**src/rtl/key_debounce.sv**
```systemverilog
// Pushbutton debouncer: synchronizes an active-low raw key, qualifies level
// changes over DEBOUNCE_CYCLES samples, and emits press/release/long-hold strobes.
module key_debounce #(
  parameter int unsigned DEBOUNCE_CYCLES = 1000000,
  parameter int unsigned LONG_CYCLES     = 50000000,
  parameter int unsigned COUNT_W         = 8
) (
  input  logic               CLOCK_50,
  input  logic               reset,
  input  logic               key_n,
  output logic               pressed,
  output logic               press_pulse,
  output logic               release_pulse,
  output logic               long_pulse,
  output logic [COUNT_W-1:0] press_count
);

  localparam int unsigned CNT_W  = $clog2(DEBOUNCE_CYCLES);
  localparam int unsigned HOLD_W = $clog2(LONG_CYCLES + 1);

  localparam logic [1:0] IDLE         = 2'd0;
  localparam logic [1:0] PRESS_WAIT   = 2'd1;
  localparam logic [1:0] PRESSED      = 2'd2;
  localparam logic [1:0] RELEASE_WAIT = 2'd3;

  logic               sync1_q, sync1_d;
  logic               sync2_q, sync2_d;
  logic [1:0]         state_q, state_d;
  logic [CNT_W-1:0]   cnt_q, cnt_d;
  logic [HOLD_W-1:0]  hold_q, hold_d;
  logic               pressed_q, pressed_d;
  logic               press_pulse_q, press_pulse_d;
  logic               release_pulse_q, release_pulse_d;
  logic               long_pulse_q, long_pulse_d;
  logic [COUNT_W-1:0] press_count_q, press_count_d;
  logic               key_c;

  assign key_c = ~sync2_q;

  // Next-state, counters and strobes
  always_comb begin
    sync1_d         = key_n;
    sync2_d         = sync1_q;
    state_d         = state_q;
    cnt_d           = cnt_q;
    hold_d          = hold_q;
    press_pulse_d   = 1'b0;
    release_pulse_d = 1'b0;
    long_pulse_d    = 1'b0;
    press_count_d   = press_count_q + COUNT_W'(press_pulse_q);

    case (state_q)
      IDLE: begin
        if (key_c) begin
          state_d = PRESS_WAIT;
          cnt_d   = '0;
        end
      end
      PRESS_WAIT: begin
        if (!key_c) begin
          state_d = IDLE;
        end else if (cnt_q == CNT_W'(DEBOUNCE_CYCLES - 1)) begin
          state_d       = PRESSED;
          press_pulse_d = 1'b1;
        end else begin
          cnt_d = cnt_q + CNT_W'(1);
        end
      end
      PRESSED: begin
        if (!key_c) begin
          state_d = RELEASE_WAIT;
          cnt_d   = '0;
        end
      end
      RELEASE_WAIT: begin
        if (key_c) begin
          state_d = PRESSED;
        end else if (cnt_q == CNT_W'(DEBOUNCE_CYCLES - 1)) begin
          state_d         = IDLE;
          release_pulse_d = 1'b1;
        end else begin
          cnt_d = cnt_q + CNT_W'(1);
        end
      end
      default: state_d = IDLE;
    endcase

    // Hold timer saturates at LONG_CYCLES so the long strobe fires once per press
    if (press_pulse_d) begin
      hold_d = '0;
    end else if (((state_q == PRESSED) || (state_q == RELEASE_WAIT)) &&
                 (hold_q != HOLD_W'(LONG_CYCLES))) begin
      hold_d = hold_q + HOLD_W'(1);
      if ((hold_q == HOLD_W'(LONG_CYCLES - 1)) && !release_pulse_d) begin
        long_pulse_d = 1'b1;
      end
    end

    pressed_d = (state_d == PRESSED) || (state_d == RELEASE_WAIT);
  end

  always_ff @(posedge CLOCK_50) begin
    if (reset) begin
      sync1_q         <= 1'b1;
      sync2_q         <= 1'b1;
      state_q         <= IDLE;
      cnt_q           <= '0;
      hold_q          <= '0;
      pressed_q       <= 1'b0;
      press_pulse_q   <= 1'b0;
      release_pulse_q <= 1'b0;
      long_pulse_q    <= 1'b0;
      press_count_q   <= '0;
    end else begin
      sync1_q         <= sync1_d;
      sync2_q         <= sync2_d;
      state_q         <= state_d;
      cnt_q           <= cnt_d;
      hold_q          <= hold_d;
      pressed_q       <= pressed_d;
      press_pulse_q   <= press_pulse_d;
      release_pulse_q <= release_pulse_d;
      long_pulse_q    <= long_pulse_d;
      press_count_q   <= press_count_d;
    end
  end

  assign pressed       = pressed_q;
  assign press_pulse   = press_pulse_q;
  assign release_pulse = release_pulse_q;
  assign long_pulse    = long_pulse_q;
  assign press_count   = press_count_q;

endmodule

```
**config.mk**
```make
export PLATFORM = sky130hd
export DESIGN_NAME = key_debounce
export DESIGN_NICKNAME = d
export VERILOG_FILES = /design/src/rtl/key_debounce.sv
export SDC_FILE = /design/constraint.sdc
export NUM_CORES = 1
export LEC_CHECK = 0
export CAP_MARGIN = 10
export CORE_ASPECT_RATIO = 0.8
export CORE_UTILIZATION = 32
export CTS_BUF_LIST = sky130_fd_sc_hd__clkbuf_8
export CTS_CLUSTER_SIZE = 10
export DETAILED_ROUTE_END_ITERATION = 8
export SLEW_MARGIN = 15
export SYNTH_ARGS = -nofsm -noshare
export SYNTH_HDL_FRONTEND = slang
export SYNTH_SLANG_ARGS = --single-unit
```
**constraint.sdc**
```tcl
create_clock -name CLOCK_50 -period 2.7 [get_ports CLOCK_50]
set_clock_uncertainty 0.1 [all_clocks]
set_input_delay 0.675 -clock CLOCK_50 [delete_from_list [all_inputs] [get_ports CLOCK_50]]
set_output_delay 0.675 -clock CLOCK_50 [all_outputs]
set_load 0.005 [all_outputs]
```
==> metrics.csv <==
stage;metric;value;unit
run_status;result of the run;finished clean;
clock_network;CTS Root Cell;sky130_fd_sc_hd__clkbuf_8;
worst_setup_path;kind of end point of the critical path;register;
pwr;worst vdd rail ir drop;0.487;mV
placement;placed wire-length estimate after detailed placement;4100;um
synthesis;share of synthesized registers carrying an async set or reset;0;%
global_route;antenna violations before repair;0;
synthesis;number of nets produced by synthesis;332;
clock_network;CTS tree;built;
timing;accumulated negative setup slack;0;ns
final_layout;total of fill cells in the finished design;898;
clock_network;clock insertion delay at the later pin of the skew report;0.35;ns
global_route;first-pass GRT wire length;10200;um
hold_path;type of the worst min-delay path;reg2reg;
global_route;via count of the first global-routing pass;2157;
synthesis;number of unique standard cell types used by synthesis;47;
job;max-cap violations;0;
floorplan;total core area;8560;um^2
hold_path;startpoint of the lowest-slack hold path;sync1_q;
synthesis;instance count of the mapped netlist;324;
worst_setup_path;worst r2r dst;cnt_q[8];
floorplan;full die area;9290;um^2
route;initial detailed-routing violation count;57;
worst_setup_path;critical path's slowest cell;sky130_fd_sc_hd__or4_4;
hold_path;worst hold stages;1;
final_layout;fraction of layout cells with a size suffix above 1;11.8;%
worst_setup_path;cell chain of the critical path;ha_1 > nand4_2 > or4_4 > o21ai_2 > buf_4 > nor4_1 > o221a_2;
timing;share of the clock period used by the worst path;92.0;%
synthesis;post-synthesis average cell area;8.80;um^2
pwr;switching power total;0.382;mW
final_layout;area added between synthesis and finish;18.3;%
floorplan;ports placed on the boundary;15;
placement;worst-case setup slack after placement;0.238;ns
timing;RSZ-0062 raised after global routing;no;
timing;count of final max-slew check failures;0;
pwr;Cell Int Power;1.41;mW
placement;global placer's final weighted congestion;0.789;
pwr;share of power burned in the clock network;47.4;%
timing;Final Hold Viols;0;
route;vias;2366;
route;final routed wirelength across all metal layers;5990;um
worst_setup_path;worst-path fanout max;9;
global_route;Overflow after GRT;0;
clock_network;number of levels in the clock H-tree;3;
synthesis;flip-flop and latch count after synthesis;61;
pwr;power density relative to cell area;531;nW/um^2
clock_network;clock-pin slew reported for the worst setup and hold paths after clock tree synthesis;0.07;ns
synthesis;ys flop type;sky130_fd_sc_hd__dfxtp_1;
pwr;combinational share of power;2.2;%
route;ratio of routed vias to standard cells;5.06;
global_route;pin count of the biggest net entering global routing;27;
route;final antenna-violating net count;0;
synthesis;sequential share of the synthesized area;42.8;%
floorplan;number of placement rows;30;
worst_setup_path;crit path launch type;register;
floorplan;die width;108;um
hold_path;Hold EP;sync2_q;
synthesis;netlist area before placement;2850;um^2
placement;Buffers on Ports;14;
final_layout;number of antenna repair diodes;0;
worst_setup_path;path depth of the worst reg2reg path;7;
clock_network;number of buffers inserted to repair setup after CTS;0;
final_layout;nets;359;
route;number of search-and-repair iterations in the first detailed-routing pass;4;
clock_network;total CTS buffers;9;
clock_network;number of gates given a new drive strength after cts;0;
clock_network;deepest clock path buffer count;2;
route;post-route DRC violation count;0;
pwr;switching share of power;21.3;%
worst_setup_path;kind of critical path;reg2reg;
synthesis;number of synthesized flops with an enable pin;0;
worst_setup_path;WP data arrival;2.63;ns
synthesis;count of warnings emitted by yosys;0;
worst_setup_path;launching point of the worst reg2reg path;cnt_q[0];
final_layout;final standard cell utilization of the core;39.4;%
timing;headroom to the max-slew limit;54.3;%
timing;number of failing setup endpoints in the final timing report;0;
floorplan;initial core utilization;33.3;%
floorplan;Die Y;86.4;um
clock_network;number of sinks driven by the clock tree;61;
pwr;total leakage power;1.21;nW
worst_setup_path;Crit path largest cell delay;0.59;ns
timing;pin slew with the least headroom to its limit;0.680;ns
timing;maximum achievable frequency;403;MHz
route;detail-routed net length per standard cell;12.8;um
worst_setup_path;critical path required time;2.85;ns
global_route;GRT Util Overall;14.3;%
timing;slack of the critical path;0.217;ns
timing;clock period minus worst slack;2.48;ns
worst_setup_path;reg-to-reg slack, setup;0.22;ns
clock_network;hold buffer count at CTS;0;
pwr;sequential share of power;50.4;%
[routing by layer]
metal  up-vias  global-route usage [%]  wire length (um)  part of all wire [%]
li1       1199                       -                 -                     -
met1      1121                    19.2              3100                    52
met2        35                    20.3              2520                    42
met3        11                    5.86               280                   4.7
met4         0                    5.98                89                   1.5
met5         -                       0                 0                     0
[worst max-delay path, delay by kind of cell, from the launching register on]
kind	cells	cell delay, ns
adder cells (fa/ha/maj)	1	0.24
AND/OR/NAND/NOR	3	0.84
AO/OA/AOI/OAI	2	0.59
buffers and inverters	1	0.22
flip-flops	1	0.38
[sequential cells by signal (all words and copies together), names as in the netlist]
name / count
release_pulse: 1
press_pulse: 1
hold_q: 26
state_q: 2
cnt_q: 20
sync1_q: 1
sync2_q: 1
press_count: 8
long_pulse: 1
[stage by stage]
step	instances	hold WS (ns)	instance area, um^2	total power, mW
after global placement	452	0.298	3160	0.963
after global routing	468	0.328	3370	1.86
after floorplan	324	0.289	2850	0.951
final	468	0.307	3370	1.79
after detailed placement	452	0.298	3160	0.964
after CTS	468	0.312	3370	1.82
[Yosys cell counts, types with 2 or more instances]
master | number | area share, %
sky130_fd_sc_hd__nor2b_1 | 2 | 0.44
sky130_fd_sc_hd__nand2_1 | 22 | 2.9
sky130_fd_sc_hd__and3_1 | 8 | 1.8
sky130_fd_sc_hd__dfxtp_1 | 61 | 43
sky130_fd_sc_hd__or3_1 | 7 | 1.5
sky130_fd_sc_hd__nor2_1 | 46 | 6.1
sky130_fd_sc_hd__clkbuf_1 | 5 | 0.66
sky130_fd_sc_hd__ha_1 | 5 | 2.2
sky130_fd_sc_hd__nor4_1 | 9 | 2.0
sky130_fd_sc_hd__a31oi_1 | 2 | 0.44
sky130_fd_sc_hd__inv_1 | 11 | 1.4
sky130_fd_sc_hd__xor2_1 | 26 | 8.0
sky130_fd_sc_hd__and4_1 | 3 | 0.92
sky130_fd_sc_hd__or2_2 | 5 | 1.1
sky130_fd_sc_hd__o21ai_0 | 5 | 0.88
sky130_fd_sc_hd__buf_6 | 3 | 1.2
sky130_fd_sc_hd__nand3_1 | 22 | 3.9
sky130_fd_sc_hd__nor3_1 | 6 | 1.1
sky130_fd_sc_hd__or4_1 | 6 | 1.6
sky130_fd_sc_hd__a21oi_1 | 17 | 3.0
sky130_fd_sc_hd__nand4_1 | 12 | 2.6
sky130_fd_sc_hd__o31ai_1 | 3 | 0.79
sky130_fd_sc_hd__nor4b_1 | 4 | 1.2
sky130_fd_sc_hd__xnor2_1 | 11 | 3.4
[how the worst max path moves through the flow]
stage / start / endpoint / depth (start not counted)
3_3_place_gp: cnt_q[0] / hold_q[18] / 7
6_report: cnt_q[0] / cnt_q[8] / 7
5_1_grt: cnt_q[0] / hold_q[19] / 7
4_1_cts: cnt_q[0] / cnt_q[8] / 7
3_5_place_dp: cnt_q[0] / cnt_q[8] / 7
2_1_floorplan: cnt_q[0] / hold_q[0] / 7
[cells by family (layout without fill, tap and decap cells)]
group | Yosys count | count (layout) | synth area share, %
compound gates | 39 | 39 | 9.39
xor+xnor | 37 | 37 | 11.4
fa+ha+maj | 5 | 5 | 2.19
buf+inv | 22 | 54 | 3.77
flops | 61 | 61 | 42.8
mux | 1 | 1 | 0.351
simple gates | 159 | 159 | 30.1
[layout make-up]
class | count | area, um^2 | area share, %
well taps | 112 | 140 | 4.15
repair buffers | 27 | 238 | 7.04
clock inverters | 4 | 46.3 | 1.37
clock buffers | 12 | 165 | 4.89
flip-flops and latches | 61 | 1220 | 36.2
inverters | 11 | 41.3 | 1.22
multi-input cells | 241 | 1520 | 45.1
[power groups by stage]
stage	combinational, mW	clock, mW	sequential [mW]
after floorplan	0.0284	0	0.922
after global placement	0.0397	0	0.924
after detailed placement	0.0400	0	0.924
after CTS	0.0400	0.878	0.903
after global routing	0.0437	0.918	0.903
final	0.0400	0.849	0.904
[placed cells by master (no fill, tap or decap), drive strengths merged, types with 8 or more instances in the layout]
| master | count |
|---|---|
| nand4 | 13 |
| clkbuf | 12 |
| buf | 13 |
| nand2 | 22 |
| a21oi | 17 |
| and3 | 8 |
| clkdlybuf4s50 | 14 |
| nand3 | 22 |
| nor2 | 46 |
| nor4 | 10 |
| inv | 12 |
| xnor2 | 11 |
| dfxtp | 61 |
| xor2 | 26 |
Power figures use the tool's default switching activity.
